### config.mk
export PLATFORM = sky130hd
export DESIGN_NAME = prga_enc_flat
export DESIGN_NICKNAME = d
export VERILOG_FILES = /design/src/rtl/prga_enc_if.sv /design/src/rtl/prga_enc.sv /design/src/flat_wrapper.sv
export SDC_FILE = /design/constraint.sdc
export NUM_CORES = 1
export LEC_CHECK = 0
export ABC_AREA = 0
export CAP_MARGIN = 20
export CORE_MARGIN = 4
export CORE_UTILIZATION = 50
export DETAILED_ROUTE_END_ITERATION = 6
export HOLD_SLACK_MARGIN = 0.12
export PLACE_DENSITY = 0.8
export SYNTH_ARGS = -nofsm -noshare
export SYNTH_HDL_FRONTEND = slang
export SYNTH_SLANG_ARGS = --single-unit
### constraint.sdc
create_clock -name clk -period 2.9 [get_ports clk]
set_clock_uncertainty 0.05 [all_clocks]
set_input_delay 0.58 -clock clk [delete_from_list [all_inputs] [get_ports clk]]
set_output_delay 0.58 -clock clk [all_outputs]
set_load 0.01 [all_outputs]
### src/rtl/prga_enc_if.sv
// Handshake and memory-port bundle for prga_enc (S-box, plaintext, ciphertext).
// byte_cnt exists only when PRGA_ENC_BYTECOUNT_EN is defined.
interface prga_enc_if;
  logic       en;
  logic       rdy;
  logic [7:0] s_addr;
  logic [7:0] s_rddata;
  logic [7:0] s_wrdata;
  logic       s_wren;
  logic [7:0] pt_addr;
  logic [7:0] pt_rddata;
  logic [7:0] ct_addr;
  logic [7:0] ct_wrdata;
  logic       ct_wren;
`ifdef PRGA_ENC_BYTECOUNT_EN
  logic [7:0] byte_cnt;
`endif

  // master: the encryptor, which drives all three memory ports
  modport master (
`ifdef PRGA_ENC_BYTECOUNT_EN
    output byte_cnt,
`endif
    input  en, s_rddata, pt_rddata,
    output rdy, s_addr, s_wrdata, s_wren, pt_addr, ct_addr, ct_wrdata, ct_wren
  );

  modport slave (
`ifdef PRGA_ENC_BYTECOUNT_EN
    input  byte_cnt,
`endif
    output en, s_rddata, pt_rddata,
    input  rdy, s_addr, s_wrdata, s_wren, pt_addr, ct_addr, ct_wrdata, ct_wren
  );
endinterface

### src/rtl/prga_enc.sv
// ARC4 PRGA encryptor: walks a length-prefixed plaintext, swaps S in place, writes ciphertext.
// Define PRGA_ENC_BYTECOUNT_EN to add the byte_cnt output.
module prga_enc (
  input  logic       clk,
  input  logic       rst_n,
  prga_enc_if.master bus
);

  typedef enum logic [3:0] {
    IDLE, LEN_A, LEN_D, SI_A, SI_D, SJ_A, SJ_D, WJ, PAD_A, PAD_D, DONE
  } state_t;

  state_t     state, state_nxt;
  logic [7:0] i_q, i_nxt, j_q, j_nxt, k_q, k_nxt, len_q, len_nxt;
  logic [7:0] si_q, si_nxt, sj_q, sj_nxt, ptb_q, ptb_nxt;

  // Addresses and write data are held from the last state that drove them
  logic [7:0] s_addr_q, s_addr_c, s_wrdata_q, s_wrdata_c;
  logic [7:0] pt_addr_q, pt_addr_c, ct_addr_q, ct_addr_c, ct_wrdata_q, ct_wrdata_c;
  logic       s_wren_c, ct_wren_c, rdy_c;
`ifdef PRGA_ENC_BYTECOUNT_EN
  logic [7:0] cnt_q, cnt_nxt;
`endif

  always_ff @(posedge clk) begin
    if (!rst_n) begin
      state       <= IDLE;
      i_q         <= 8'd0;
      j_q         <= 8'd0;
      k_q         <= 8'd0;
      len_q       <= 8'd0;
      si_q        <= 8'd0;
      sj_q        <= 8'd0;
      ptb_q       <= 8'd0;
      s_addr_q    <= 8'd0;
      s_wrdata_q  <= 8'd0;
      pt_addr_q   <= 8'd0;
      ct_addr_q   <= 8'd0;
      ct_wrdata_q <= 8'd0;
`ifdef PRGA_ENC_BYTECOUNT_EN
      cnt_q       <= 8'd0;
`endif
    end else begin
      state       <= state_nxt;
      i_q         <= i_nxt;
      j_q         <= j_nxt;
      k_q         <= k_nxt;
      len_q       <= len_nxt;
      si_q        <= si_nxt;
      sj_q        <= sj_nxt;
      ptb_q       <= ptb_nxt;
      s_addr_q    <= s_addr_c;
      s_wrdata_q  <= s_wrdata_c;
      pt_addr_q   <= pt_addr_c;
      ct_addr_q   <= ct_addr_c;
      ct_wrdata_q <= ct_wrdata_c;
`ifdef PRGA_ENC_BYTECOUNT_EN
      cnt_q       <= cnt_nxt;
`endif
    end
  end

  always_comb begin
    state_nxt   = state;
    i_nxt       = i_q;
    j_nxt       = j_q;
    k_nxt       = k_q;
    len_nxt     = len_q;
    si_nxt      = si_q;
    sj_nxt      = sj_q;
    ptb_nxt     = ptb_q;
    s_addr_c    = s_addr_q;
    s_wrdata_c  = s_wrdata_q;
    pt_addr_c   = pt_addr_q;
    ct_addr_c   = ct_addr_q;
    ct_wrdata_c = ct_wrdata_q;
    s_wren_c    = 1'b0;
    ct_wren_c   = 1'b0;
    rdy_c       = 1'b0;
`ifdef PRGA_ENC_BYTECOUNT_EN
    cnt_nxt     = cnt_q;
`endif
    case (state)
      IDLE: begin
        rdy_c = 1'b1;
        if (bus.en) begin
          state_nxt = LEN_A;
          i_nxt     = 8'd0;
          j_nxt     = 8'd0;
          k_nxt     = 8'd0;
`ifdef PRGA_ENC_BYTECOUNT_EN
          cnt_nxt   = 8'd0;
`endif
        end
      end
      LEN_A: begin
        pt_addr_c = 8'd0;
        state_nxt = LEN_D;
      end
      LEN_D: begin
        len_nxt     = bus.pt_rddata;
        ct_addr_c   = 8'd0;
        ct_wrdata_c = bus.pt_rddata;
        ct_wren_c   = 1'b1;
        k_nxt       = 8'd1;
        state_nxt   = (bus.pt_rddata == 8'd0) ? DONE : SI_A;
      end
      SI_A: begin
        s_addr_c  = i_q + 8'd1;
        i_nxt     = i_q + 8'd1;
        state_nxt = SI_D;
      end
      SI_D: begin
        si_nxt    = bus.s_rddata;
        j_nxt     = j_q + bus.s_rddata;
        state_nxt = SJ_A;
      end
      SJ_A: begin
        s_addr_c  = j_q;
        state_nxt = SJ_D;
      end
      SJ_D: begin
        sj_nxt     = bus.s_rddata;
        s_addr_c   = i_q;
        s_wrdata_c = bus.s_rddata;
        s_wren_c   = 1'b1;
        state_nxt  = WJ;
      end
      // Second half of the swap; when i==j this rewrites the same value
      WJ: begin
        s_addr_c   = j_q;
        s_wrdata_c = si_q;
        s_wren_c   = 1'b1;
        pt_addr_c  = k_q;
        state_nxt  = PAD_A;
      end
      PAD_A: begin
        s_addr_c  = si_q + sj_q;
        ptb_nxt   = bus.pt_rddata;
        state_nxt = PAD_D;
      end
      PAD_D: begin
        ct_addr_c   = k_q;
        ct_wrdata_c = bus.s_rddata ^ ptb_q;
        ct_wren_c   = 1'b1;
`ifdef PRGA_ENC_BYTECOUNT_EN
        cnt_nxt     = cnt_q + 8'd1;
`endif
        // Compare before incrementing so L=255 finishes without k wrapping
        if (k_q == len_q) begin
          state_nxt = DONE;
        end else begin
          k_nxt     = k_q + 8'd1;
          state_nxt = SI_A;
        end
      end
      DONE:    state_nxt = IDLE;
      default: state_nxt = IDLE;
    endcase
  end

  assign bus.rdy       = rdy_c;
  assign bus.s_addr    = s_addr_c;
  assign bus.s_wrdata  = s_wrdata_c;
  assign bus.s_wren    = s_wren_c;
  assign bus.pt_addr   = pt_addr_c;
  assign bus.ct_addr   = ct_addr_c;
  assign bus.ct_wrdata = ct_wrdata_c;
  assign bus.ct_wren   = ct_wren_c;
`ifdef PRGA_ENC_BYTECOUNT_EN
  assign bus.byte_cnt  = cnt_q;
`endif

endmodule

### src/flat_wrapper.sv
// flat-port wrapper written by rule: the top's interface ports become plain ports
module prga_enc_flat 
  (clk, rst_n, bus_en, bus_s_rddata, bus_pt_rddata, bus_rdy, bus_s_addr, bus_s_wrdata, bus_s_wren, bus_pt_addr, bus_ct_addr, bus_ct_wrdata, bus_ct_wren);
  prga_enc_if bus_i ();
  input  logic clk;
  input  logic rst_n;
  input wire logic [$bits(bus_i.en)-1:0] bus_en;
  input wire logic [$bits(bus_i.s_rddata)-1:0] bus_s_rddata;
  input wire logic [$bits(bus_i.pt_rddata)-1:0] bus_pt_rddata;
  output wire logic [$bits(bus_i.rdy)-1:0] bus_rdy;
  output wire logic [$bits(bus_i.s_addr)-1:0] bus_s_addr;
  output wire logic [$bits(bus_i.s_wrdata)-1:0] bus_s_wrdata;
  output wire logic [$bits(bus_i.s_wren)-1:0] bus_s_wren;
  output wire logic [$bits(bus_i.pt_addr)-1:0] bus_pt_addr;
  output wire logic [$bits(bus_i.ct_addr)-1:0] bus_ct_addr;
  output wire logic [$bits(bus_i.ct_wrdata)-1:0] bus_ct_wrdata;
  output wire logic [$bits(bus_i.ct_wren)-1:0] bus_ct_wren;
  assign bus_i.en = bus_en;
  assign bus_i.s_rddata = bus_s_rddata;
  assign bus_i.pt_rddata = bus_pt_rddata;
  assign bus_rdy = bus_i.rdy;
  assign bus_s_addr = bus_i.s_addr;
  assign bus_s_wrdata = bus_i.s_wrdata;
  assign bus_s_wren = bus_i.s_wren;
  assign bus_pt_addr = bus_i.pt_addr;
  assign bus_ct_addr = bus_i.ct_addr;
  assign bus_ct_wrdata = bus_i.ct_wrdata;
  assign bus_ct_wren = bus_i.ct_wren;
  prga_enc u_core (.clk(clk), .rst_n(rst_n), .bus(bus_i));
endmodule
==> summary.txt, run 1 <==
Run status
  – Status: finished clean

Timing
  – Post-route clock period utilization: 0.990
  – Final-report hold violation count: 0
  – Slew @ Worst Pin: 689 ps
  – Setup TNS Final: 0 ps
  – Final-layout worst hold slack: 428 ps
  – Final setup viols: 0
  – Highest Clock Rate: 0.348 GHz
  – Max-slew violation count: 0
  – Period minus WS final: 2870 ps
  – Max-slew headroom: 0.538
  – Crit path setup slack, layout: 27.9 ps

Synthesis
  – Part of the Yosys area used for sequential elements: 0.364
  – Synth Warn #: 0
  – Yosys top cell area share: 0.364
  – Netlist cell types: 66
  – Flop and latch count out of synthesis: 100
  – Post-Syn Area: 5500 µm²
  – Gate Count Post-Synth: 679
  – Post-synth EDFFs: 0
  – Net Count, Synth: 716
  – Fraction of synthesis flops using an asynchronous set or reset pin: 0
  – Primary flip-flop cell chosen by synthesis mapping: sky130_fd_sc_hd__dfxtp_1
  – Largest area contributor in the synthesized netlist: sky130_fd_sc_hd__dfxtp_1
  – Biggest area contributors in the synthesized netlist: sky130_fd_sc_hd__dfxtp_1, sky130_fd_sc_hd__nand2_1, sky130_fd_sc_hd__and2_1, sky130_fd_sc_hd__a21boi_0, sky130_fd_sc_hd__xnor2_1
  – Avg Cell Area, Syn: 8.10 µm²

Place
  – Post-Place Worst Slack: -106 ps
  – Buffers on Ports: 61
  – Routability congestion estimate from global placement: 0.939
  – Post-DP HPWL: 11800 µm
  – Placed cell area: 6580 µm²

Critical path
  – Kind of launch point of the worst setup path: register
  – Endpoint type of the worst setup path: output pin
  – Arr. time, crit path: 2240 ps
  – CP max-delay cell: sky130_fd_sc_hd__dfxtp_4
  – Crit Path Category: reg -> out
  – Data required time of the worst path: 2270 ps
  – Number of gates on the worst path with buffers counted: 9
  – Critical Path Sink: bus_ct_addr[1]
  – Sequence of cells on the critical path: buf_4 -> buf_4 -> buf_8 -> nor4bb_2 -> buf_4 -> buf_4 -> nand2_1 -> nand2_1 -> dlygate4sd2_1
  – R2r setup slk: 570 ps
  – Family of cells with the greatest summed delay on the critical path: buffers and inverters
  – Critical register-to-register path startpoint: u_core.state[2]
  – Most Frequent Cell on Critical Path: sky130_fd_sc_hd__buf_4
  – Critical path fanouts, max: 15
  – Worst path bufs/invs: 6
  – Reg2Reg Capture Point: u_core.k_q[0]
  – Cells on worst reg2reg path: 10
  – Start point of the critical path: u_core.state[2]
  – Delay of the slowest critical-path stage: 380 ps

Layout
  – Fraction of final layout cells sized beyond drive strength 1: 0.191
  – Antenna Cells: 0
  – Layout Utilization: 0.661
  – Syn-to-layout area delta: 29.8%
  – Final instance area: 7140 µm²
  – Net count reported at finish: 823

Clocking
  – Buffers from clock root to sink, at most: 2
  – TritonCTS sink count: 100
  – # H-tree levels: 3
  – Clock Latency Late Sink: 380 ps
  – Hold buffer count at cts: 0
  – TritonCTS clock tree: yes
  – Cell at the root of the clock tree: sky130_fd_sc_hd__clkbuf_8
  – Clock transition time at the flip-flop clock pins of the worst setup and hold paths: 100 ps
  – CTS Buf Count: 9

Drt
  – Via/cell ratio: 5.94
  – Violation count after the first detailed-routing iteration: 506
  – Antenna viol nets, final: 0
  – Wirelength per Cell: 17.8 µm
  – DR vias: 5534
  – Detailed Route WL: 16600 µm
  – Post-route DRC violation count: 0
  – DR pass1 iterations: 5

Global routing
  – GR Overflow Total: 0
  – Vias in the first global route: 5435
  – First-pass GRT wire length: 26000 µm
  – Maximum number of pins on one net before global-route repair: 40
  – Antenna violations before repair: 0
  – All-Layer GR Usage: 0.251

Power and ir drop
  – Static leakage: 2.85 nW
  – Internal power: 2.40 mW
  – Power density of the placed cells: 504 nW/µm²
  – Sequential group share of total power: 0.421
  – Fraction of power spent switching nets: 0.335
  – Worst IR Drop VDD: 0.000380 V
  – Combinational cell fraction of total power: 0.316
  – Power spent charging and discharging nets: 1.20 mW
  – Clock power share: 0.263

Die
  – Die Span X: 113 µm
  – Initial Utilization: 0.510
  – Height of the die: 113 µm
  – Top Ports: 62
  – Standard-cell rows: 38
  – Total die area: 12700 µm²
  – Placeable core region: 10800 µm²

Min path
  – Hold Crit Class: reg -> reg

Run
  – Number of violations of the max-capacitance limit: 0
## placed cells by master (no fill, tap or decap), types with 6 or more instances in the layout
master,instances
sky130_fd_sc_hd__and2_1,38
sky130_fd_sc_hd__clkdlybuf4s50_1,35
sky130_fd_sc_hd__ha_1,12
sky130_fd_sc_hd__nor2_1,28
sky130_fd_sc_hd__a211oi_1,6
sky130_fd_sc_hd__a22o_1,9
sky130_fd_sc_hd__nor2b_1,13
sky130_fd_sc_hd__mux2i_1,10
sky130_fd_sc_hd__a21boi_0,27
sky130_fd_sc_hd__dfxtp_2,7
sky130_fd_sc_hd__a21o_1,8
sky130_fd_sc_hd__clkbuf_8,10
sky130_fd_sc_hd__dfxtp_1,90
sky130_fd_sc_hd__xnor2_1,23
sky130_fd_sc_hd__o221ai_1,6
sky130_fd_sc_hd__nor3_1,7
sky130_fd_sc_hd__a22oi_1,7
sky130_fd_sc_hd__a21oi_1,29
sky130_fd_sc_hd__buf_4,67
sky130_fd_sc_hd__a31oi_1,6
sky130_fd_sc_hd__nand2_1,124
sky130_fd_sc_hd__o21a_1,6
sky130_fd_sc_hd__nand3_1,21
sky130_fd_sc_hd__o2bb2ai_1,6
sky130_fd_sc_hd__o21ai_1,10
sky130_fd_sc_hd__o21ai_0,21
sky130_fd_sc_hd__xor2_1,6
sky130_fd_sc_hd__inv_1,24
sky130_fd_sc_hd__dlygate4sd2_1,17
## how the worst min path moves through the flow
stage,to,slack (ps),start,depth (start not counted)
final,u_core.sj_q[0],430,u_core.sj_q[0],2
after global routing,u_core.sj_q[4],460,u_core.sj_q[4],2
after CTS,u_core.sj_q[0],430,u_core.sj_q[0],2
after detailed placement,u_core.sj_q[0],410,u_core.sj_q[0],2
after global placement,u_core.sj_q[2],410,u_core.sj_q[2],2
after floorplan,u_core.sj_q[2],400,u_core.sj_q[2],2
## worst min-delay path, stage by stage, from the launching register on
cell	delay (ps)
sky130_fd_sc_hd__dfxtp_2	330
sky130_fd_sc_hd__nand2_1	40
sky130_fd_sc_hd__a21boi_0	60
## cell usage after synthesis, types with 4 or more instances
cell type	instances
sky130_fd_sc_hd__a31oi_1	8
sky130_fd_sc_hd__and2_1	38
sky130_fd_sc_hd__a22oi_1	7
sky130_fd_sc_hd__o221ai_1	9
sky130_fd_sc_hd__ha_1	16
sky130_fd_sc_hd__a21oi_1	31
sky130_fd_sc_hd__mux2i_1	10
sky130_fd_sc_hd__o2bb2ai_1	7
sky130_fd_sc_hd__nor3_1	7
sky130_fd_sc_hd__nor2_1	28
sky130_fd_sc_hd__nand3_1	21
sky130_fd_sc_hd__a21o_1	8
sky130_fd_sc_hd__nand4_1	4
sky130_fd_sc_hd__o21a_1	6
sky130_fd_sc_hd__o31ai_1	4
sky130_fd_sc_hd__a211o_1	4
sky130_fd_sc_hd__a21boi_0	27
sky130_fd_sc_hd__and3_1	5
sky130_fd_sc_hd__nor2b_1	17
sky130_fd_sc_hd__nand2_1	128
sky130_fd_sc_hd__inv_1	24
sky130_fd_sc_hd__o21ai_0	30
sky130_fd_sc_hd__dfxtp_1	100
sky130_fd_sc_hd__clkbuf_1	29
sky130_fd_sc_hd__a211oi_1	6
sky130_fd_sc_hd__buf_2	6
sky130_fd_sc_hd__xor2_1	6
sky130_fd_sc_hd__xnor2_1	23
sky130_fd_sc_hd__a22o_1	9
## through the flow
step,instances,power [mW]
after floorplan,679,2.11
after global placement,899,2.57
after detailed placement,899,2.61
after CTS,925,3.54
after global routing,931,3.76
final,931,3.60
## flip-flops by register name (all words and copies together), names as in the netlist
| register | count |
|---|---|
| u_core.s_wrdata_q | 8 |
| u_core.ct_wrdata_q | 8 |
| u_core.len_q | 8 |
| u_core.si_q | 8 |
| u_core.k_q | 8 |
| u_core.ptb_q | 8 |
| u_core.sj_q | 8 |
| u_core.state | 4 |
| u_core.pt_addr_q | 8 |
| u_core.s_addr_q | 8 |
| u_core.i_q | 8 |
| u_core.ct_addr_q | 8 |
| u_core.j_q | 8 |
## kinds of logic (layout without fill, tap and decap cells)
kind of cell	Yosys count	after routing	synth area share
adders and majority gates	19	19	0.0455
and+or+nand+nor	277	277	0.247
muxes	11	11	0.0202
DFF	100	100	0.364
xor gates and xnor gates	29	29	0.0462
buffers and inverters	62	174	0.0450
AOI/OAI and AO/OA	181	181	0.232
## layout make-up
cell class / instances / area (µm²)
timing repair buffer: 134 / 1160
sequential: 100 / 2020
tap: 140 / 175
inverter: 24 / 90.1
clock inverter: 6 / 72.6
multi-input combinational: 517 / 3480
clock buffer: 10 / 138
fill: 871 / 3660
## power groups by stage
| stage | combinational, mW | clock [mW] | sequential, mW |
|---|---|---|---|
| floorplan | 0.599 | 0 | 1.51 |
| global placement | 1.04 | 0 | 1.53 |
| detailed placement | 1.07 | 0 | 1.54 |
| CTS | 1.08 | 0.956 | 1.51 |
| global route | 1.23 | 1.01 | 1.52 |
| finish | 1.14 | 0.947 | 1.51 |
## what timing repair did
| action | CTS | global route |
|---|---|---|
| gates resized for setup | 62 | 48 |
| gates cloned | 0 | 0 |
| pin swaps | 5 | 14 |
| setup endpoints to repair | 41 | 26 |
| setup buffers | 10 | 6 |
## routing by layer
layer,routed length [µm],share of wire,global-route usage
met4,920,0.056,0.151
met1,6490,0.39,0.284
met5,0,0,0
met3,1000,0.061,0.0513
met2,8160,0.49,0.434
Note: power is estimated with default switching activity, not from simulation.
==> run 2: changes to the inputs <==
- CELL_PAD_IN_SITES_DETAIL_PLACEMENT: not set -> 1
- CELL_PAD_IN_SITES_GLOBAL_PLACEMENT: not set -> 2
- CORE_UTILIZATION: 50 -> 29
- PLACE_DENSITY: 0.8 -> 0.78
==> run 2 against run 1 <==
Cell count increased by 11%. Critical path depth shrank 2. Maximum frequency is 1.1% higher. Non-clock buffer count rose by 8. First-iteration DRC count shrank 61%. Sequential power about the same. Count of clock-buffer cells in the layout increased by 1. Flip-flop and latch count unchanged. Largest cell class unchanged.
==> summary.txt, run 2 (synthesis results as in run 1) <==
Run status
  – Status: finished clean

Global routing
  – GR Overflow Total: 0
  – Vias in the first global route: 5849
  – Antenna violations before repair: 0
  – All-Layer GR Usage: 0.177
  – First-pass GRT wire length: 30700 µm
  – Maximum number of pins on one net before global-route repair: 36

Power and ir drop
  – Worst IR Drop VDD: 0.000346 V
  – Combinational cell fraction of total power: 0.276
  – Internal power: 2.94 mW
  – Power spent charging and discharging nets: 1.25 mW
  – Fraction of power spent switching nets: 0.298
  – Total power after layout: 4.19 mW
  – Sequential group share of total power: 0.361
  – Static leakage: 3.02 nW
  – Clock power share: 0.364
  – Power density of the placed cells: 562 nW/µm²

Run
  – Number of violations of the max-capacitance limit: 0

Timing
  – Setup TNS Final: 0 ps
  – Max-slew violation count: 0
  – Slew @ Worst Pin: 650 ps
  – Final-layout worst hold slack: 425 ps
  – Final-report hold violation count: 0
  – Post-route clock period utilization: 0.980
  – Final setup viols: 0
  – Highest Clock Rate: 0.352 GHz
  – Max-slew headroom: 0.566
  – Period minus WS final: 2840 ps
  – Unrepaired setup endpoints after global routing: true

Clocking
  – TritonCTS sink count: 100
  – Cell at the root of the clock tree: sky130_fd_sc_hd__clkbuf_16
  – TritonCTS clock tree: yes
  – # H-tree levels: 3
  – CTS Buf Count: 9
  – Clock transition time at the flip-flop clock pins of the worst setup and hold paths: 70 ps
  – Buffers from clock root to sink, at most: 2
  – Clock Latency Late Sink: 350 ps

Place
  – Post-DP HPWL: 14500 µm
  – Buffers on Ports: 61
  – Routability congestion estimate from global placement: 0.828
  – Placed cell area: 6830 µm²

Drt
  – Violation count after the first detailed-routing iteration: 195
  – Antenna viol nets, final: 0
  – Wirelength per Cell: 18.8 µm
  – Detailed Route WL: 19400 µm
  – DR pass1 iterations: 4
  – Post-route DRC violation count: 0
  – Via/cell ratio: 5.28
  – DR vias: 5453

Die
  – Standard-cell rows: 50
  – Height of the die: 146 µm
  – Placeable core region: 18700 µm²
  – Die Span X: 146 µm
  – Top Ports: 62
  – Initial Utilization: 0.294
  – Total die area: 21200 µm²

Critical path
  – Sequence of cells on the critical path: buf_12 -> maj3_1 -> a21o_2 -> buf_4 -> buf_4 -> o22a_1 -> dlygate4sd2_1
  – Critical path fanouts, max: 16
  – Worst path bufs/invs: 4
  – Delay of the slowest critical-path stage: 340 ps
  – R2r setup slk: 520 ps
  – Kind of launch point of the worst setup path: register
  – Crit Path Category: reg -> out
  – Cells on worst reg2reg path: 6
  – Critical register-to-register path startpoint: u_core.state[3]
  – Data required time of the worst path: 2270 ps
  – Arr. time, crit path: 2210 ps
  – Endpoint type of the worst setup path: output pin
  – Family of cells with the greatest summed delay on the critical path: buffers and inverters
  – Reg2Reg Capture Point: u_core.j_q[7]
  – Most Frequent Cell on Critical Path: sky130_fd_sc_hd__buf_4
  – CP max-delay cell: sky130_fd_sc_hd__dfxtp_2

Layout
  – Antenna Cells: 0
  – Net count reported at finish: 831
  – Fraction of final layout cells sized beyond drive strength 1: 0.189
  – Leading cell type in the layout, fill and taps excluded: sky130_fd_sc_hd__nand2_1
  – Final instance area: 7450 µm²
  – Syn-to-layout area delta: 35.5%
  – Number of fill cells: 2202
  – Layout Utilization: 0.399
  – Total area of multi-input combinational cells: 3450 µm²
  – Combined flip-flop and latch cell area: 2020 µm²
  – Most frequent cells in the layout: sky130_fd_sc_hd__nand2_1, sky130_fd_sc_hd__dfxtp_1, sky130_fd_sc_hd__buf_4, sky130_fd_sc_hd__and2_1, sky130_fd_sc_hd__clkdlybuf4s50_1

Min path
  – Worst hold endpoint: u_core.len_q[1]
  – Startpoint of the most critical hold path: u_core.len_q[1]
  – Hold Crit Class: reg -> reg
  – Min-Delay Path Depth: 2
run 2: changes by cell type in the layout (fill, tap and decap cells not counted), moves of 3 or more:
cell,before,now
sky130_fd_sc_hd__clkdlybuf4s50_1,35,32
sky130_fd_sc_hd__clkbuf_16,0,9
sky130_fd_sc_hd__o21ai_0,21,25
sky130_fd_sc_hd__buf_4,67,75
sky130_fd_sc_hd__clkbuf_8,10,2
sky130_fd_sc_hd__dlymetal6s2s_1,1,6
sky130_fd_sc_hd__bufinv_16,1,4
sky130_fd_sc_hd__o21ai_1,10,5
sky130_fd_sc_hd__clkinv_4,3,0
run 2: worst max-delay path by stage:
stage	start	end	slack [ps]	depth (start not counted)
after floorplan	u_core.state[3]	bus_s_addr[6]	430	6
after global placement	u_core.sj_q[3]	bus_s_addr[5]	-100	8
after detailed placement	u_core.sj_q[3]	bus_s_addr[5]	-100	8
after CTS	u_core.sj_q[2]	bus_s_addr[6]	-110	8
after global routing	u_core.si_q[3]	bus_s_addr[5]	-70	8
final	u_core.state[0]	bus_s_addr[0]	60	7
run 2: stage by stage:
step | setup slack, ps | std cells
final | 59.0 | 1033
after global routing | -65.8 | 1033
after CTS | -110 | 1027
after detailed placement | -97.1 | 1010
after global placement | -98.2 | 1010
after floorplan | 430 | 679
run 2: area by class of cell:
cell class / instances / share of cell area
clock inverter: 5 / 0.0173
sequential: 100 / 0.270
multi-input combinational: 517 / 0.463
timing repair buffer: 142 / 0.164
inverter: 24 / 0.0121
clock buffer: 11 / 0.0339
tap: 234 / 0.0393
run 2: power by group through the flow:
stage / sequential [mW] / clock [mW] / combinational [mW]
finish: 1.51 / 1.52 / 1.15
global route: 1.52 / 1.62 / 1.26
CTS: 1.51 / 1.56 / 1.12
detailed placement: 1.54 / 0 / 1.14
global placement: 1.53 / 0 / 1.12
floorplan: 1.51 / 0 / 0.599
run 2: timing repair:
item | 4_1_cts | 5_1_grt
gates cloned | 0 | 1
buffers inserted | 1 | 5
setup endpoints to repair | 37 | 26
gates resized for setup | 54 | 41
hold buffers | 0 | 0
pin swaps | 7 | 11
run 2: per-layer routing:
| metal | GRT usage | vias to the layer above | share of wire |
|---|---|---|---|
| met3 | 0.0339 | 23 | 0.030 |
| met1 | 0.219 | 2727 | 0.45 |
| li1 | - | 2612 | - |
| met4 | 0.0508 | 0 | 0.019 |
| met5 | 0 | - | 0 |
| met2 | 0.314 | 91 | 0.50 |
run 2: tightest hold or removal path, cell delays in order, from the launching register on:
cell	delay, ps
sky130_fd_sc_hd__dfxtp_1	320
sky130_fd_sc_hd__nand2_1	60
sky130_fd_sc_hd__a21oi_1	50
==> run 3: changes to the inputs <==
- TNS_END_PERCENT: not set -> 10
==> run 3 against run 2 <==
Core utilization is 0.43 points lower. Worst hold slack hardly changed. Clock power hardly changed. Die area stayed put. Non-clock buffer count is 5 lower. Routed wire length is 2.0% lower. Flip-flop and latch count stayed put. Cell count is 0.48% lower. Worst setup slack worse by 48 ps. Critical path depth is 1 higher. Power is 0.66% lower. Critical path type unchanged.
==> summary.txt, run 3 (synthesis results as in run 1) <==
Run status
  – Status: finished clean

Global routing
  – Maximum number of pins on one net before global-route repair: 36
  – Met3 track demand over resource in global routing: 0.0339
  – GR Overflow Total: 0
  – Most used routing layer in global routing: met2
  – Met1 Use GR: 0.219
  – All-Layer GR Usage: 0.177
  – Vias in the first global route: 5835
  – Met2 GRT Util: 0.314
  – First-pass GRT wire length: 30700 µm
  – Antenna violations before repair: 0

Clocking
  – Buffers from clock root to sink, at most: 2
  – TritonCTS sink count: 100
  – TritonCTS clock tree: yes
  – Hold buffer count at cts: 0
  – # H-tree levels: 3
  – Cell at the root of the clock tree: sky130_fd_sc_hd__clkbuf_16
  – CTS Buf Count: 9
  – Clock Latency Late Sink: 350 ps
  – Clock transition time at the flip-flop clock pins of the worst setup and hold paths: 70 ps

Power and ir drop
  – Sequential group share of total power: 0.363
  – Power spent charging and discharging nets: 1.23 mW
  – Clock power share: 0.366
  – Combinational cell fraction of total power: 0.271
  – Static leakage: 3.09 nW
  – Fraction of power spent switching nets: 0.297
  – Total power after layout: 4.16 mW
  – Internal power: 2.93 mW
  – Power density of the placed cells: 564 nW/µm²
  – Worst IR Drop VDD: 0.000336 V

Die
  – Total die area: 21200 µm²
  – Placeable core region: 18700 µm²
  – Die Span X: 146 µm
  – Height of the die: 146 µm
  – Initial Utilization: 0.294
  – Top Ports: 62
  – Standard-cell rows: 50

Min path
  – Hold Crit Class: reg -> reg

Critical path
  – Reg2Reg Capture Point: u_core.j_q[7]
  – Sequence of cells on the critical path: ha_4 -> a21o_1 -> a221oi_2 -> xor2_1 -> a221oi_1 -> buf_4 -> o22a_1 -> buf_2
  – Critical path fanouts, max: 3
  – Kind of launch point of the worst setup path: register
  – Number of gates on the worst path with buffers counted: 8
  – Data required time of the worst path: 2270 ps
  – Family of cells with the greatest summed delay on the critical path: compound AO/OA/AOI/OAI gates
  – Critical register-to-register path startpoint: u_core.state[3]
  – Arr. time, crit path: 2260 ps
  – Delay of the slowest critical-path stage: 400 ps
  – R2r setup slk: 510 ps
  – Endpoint type of the worst setup path: output pin
  – Worst path bufs/invs: 2
  – Crit Path Category: reg -> out
  – Start point of the critical path: u_core.sj_q[3]
  – CP max-delay cell: sky130_fd_sc_hd__dfxtp_1
  – Cells on worst reg2reg path: 6
  – Critical Path Sink: bus_s_addr[5]

Layout
  – Syn-to-layout area delta: 34.1%
  – Layout Utilization: 0.394
  – Leading cell type in the layout, fill and taps excluded: sky130_fd_sc_hd__nand2_1
  – Antenna Cells: 0
  – Most frequent cells in the layout: sky130_fd_sc_hd__nand2_1, sky130_fd_sc_hd__dfxtp_1, sky130_fd_sc_hd__buf_4, sky130_fd_sc_hd__and2_1, sky130_fd_sc_hd__clkdlybuf4s50_1
  – Net count reported at finish: 826
  – Fraction of final layout cells sized beyond drive strength 1: 0.174
  – Final instance area: 7370 µm²

Timing
  – Unrepaired setup endpoints after global routing: true
  – Max-slew headroom: 0.571
  – Period minus WS final: 2890 ps
  – Slew @ Worst Pin: 643 ps
  – Final setup viols: 0
  – Final-report hold violation count: 0
  – Crit path setup slack, layout: 11.4 ps
  – Post-route clock period utilization: 0.996
  – Max-slew violation count: 0
  – Setup TNS Final: 0 ps
  – Highest Clock Rate: 0.346 GHz

Place
  – Post-Place Worst Slack: -97.1 ps
  – Post-DP HPWL: 14500 µm
  – Buffers on Ports: 61
  – Routability congestion estimate from global placement: 0.828
  – Placed cell area: 6830 µm²

Run
  – Number of violations of the max-capacitance limit: 0

Drt
  – Detailed Route WL: 19000 µm
  – Antenna viol nets, final: 0
  – DR vias: 5422
  – DR pass1 iterations: 4
  – Wirelength per Cell: 18.5 µm
  – Violation count after the first detailed-routing iteration: 200
  – Via/cell ratio: 5.27
  – Post-route DRC violation count: 0
-- run 3: cell count changes in the layout (fill, tap and decap cells not counted), sizes merged --
| cell | before | now |
|---|---|---|
| clkdlybuf4s15 | 2 | 0 |
| clkbuf | 12 | 13 |
| buf | 85 | 80 |
| dlygate4sd2 | 16 | 10 |
| dlymetal6s2s | 6 | 13 |
-- run 3: how the worst min path moves through the flow --
| stage | from | cells after the start | slack, ps | endpoint |
|---|---|---|---|---|
| after floorplan | u_core.sj_q[2] | 2 | 400 | u_core.sj_q[2] |
| after global routing | u_core.sj_q[7] | 2 | 460 | u_core.sj_q[7] |
| after CTS | u_core.len_q[1] | 2 | 430 | u_core.len_q[1] |
| after global placement | u_core.sj_q[0] | 2 | 410 | u_core.sj_q[0] |
| final | u_core.len_q[1] | 2 | 430 | u_core.len_q[1] |
| after detailed placement | u_core.sj_q[2] | 2 | 420 | u_core.sj_q[2] |
-- run 3: through the flow --
stage,instances,hold WS [ps]
3_3_place_gp,1010,410
3_5_place_dp,1010,420
6_report,1028,425
5_1_grt,1028,461
4_1_cts,1027,432
2_1_floorplan,679,398
-- run 3: worst reg2reg max path, cell delays in order, from the launching register on --
cell	delay, ps
sky130_fd_sc_hd__dfxtp_1	340
sky130_fd_sc_hd__buf_12	170
sky130_fd_sc_hd__or4b_2	900
sky130_fd_sc_hd__a2111oi_0	460
sky130_fd_sc_hd__a211oi_1	110
sky130_fd_sc_hd__a31oi_1	200
sky130_fd_sc_hd__a41o_1	110
-- run 3: routing by layer --
| layer | share of wire | vias to the layer above | routed length, µm |
|---|---|---|---|
| li1 | - | 2599 | - |
| met1 | 0.45 | 2708 | 8520 |
| met4 | 0.022 | 0 | 411 |
| met2 | 0.50 | 92 | 9450 |
| met5 | 0 | - | 0 |
| met3 | 0.035 | 23 | 661 |
-- run 3: cell type report --
class                           instances  area, µm²
Multi-Input combinational cell        517       3390
Clock inverter                          5        129
Inverter                               24       90.1
Clock buffer                           11        253
Timing Repair Buffer                  137       1210
Tap cell                              234        293
Fill cell                            2198      11300
Sequential cell                       100       2010
-- run 3: power groups by stage --
stage	sequential (mW)	clock, mW	combinational (mW)
after global placement	1.53	0	1.12
after floorplan	1.51	0	0.599
final	1.51	1.52	1.13
after CTS	1.51	1.56	1.13
after global routing	1.52	1.62	1.23
after detailed placement	1.54	0	1.14
-- run 3: timing repair --
| item | CTS | global route |
|---|---|---|
| gates resized for setup | 40 | 44 |
| gates cloned | 0 | 0 |
| buffers inserted | 1 | 1 |
| pin swaps | 5 | 5 |
| setup endpoints to repair | 37 | 34 |
| endpoints found under the hold margin | 0 | 0 |
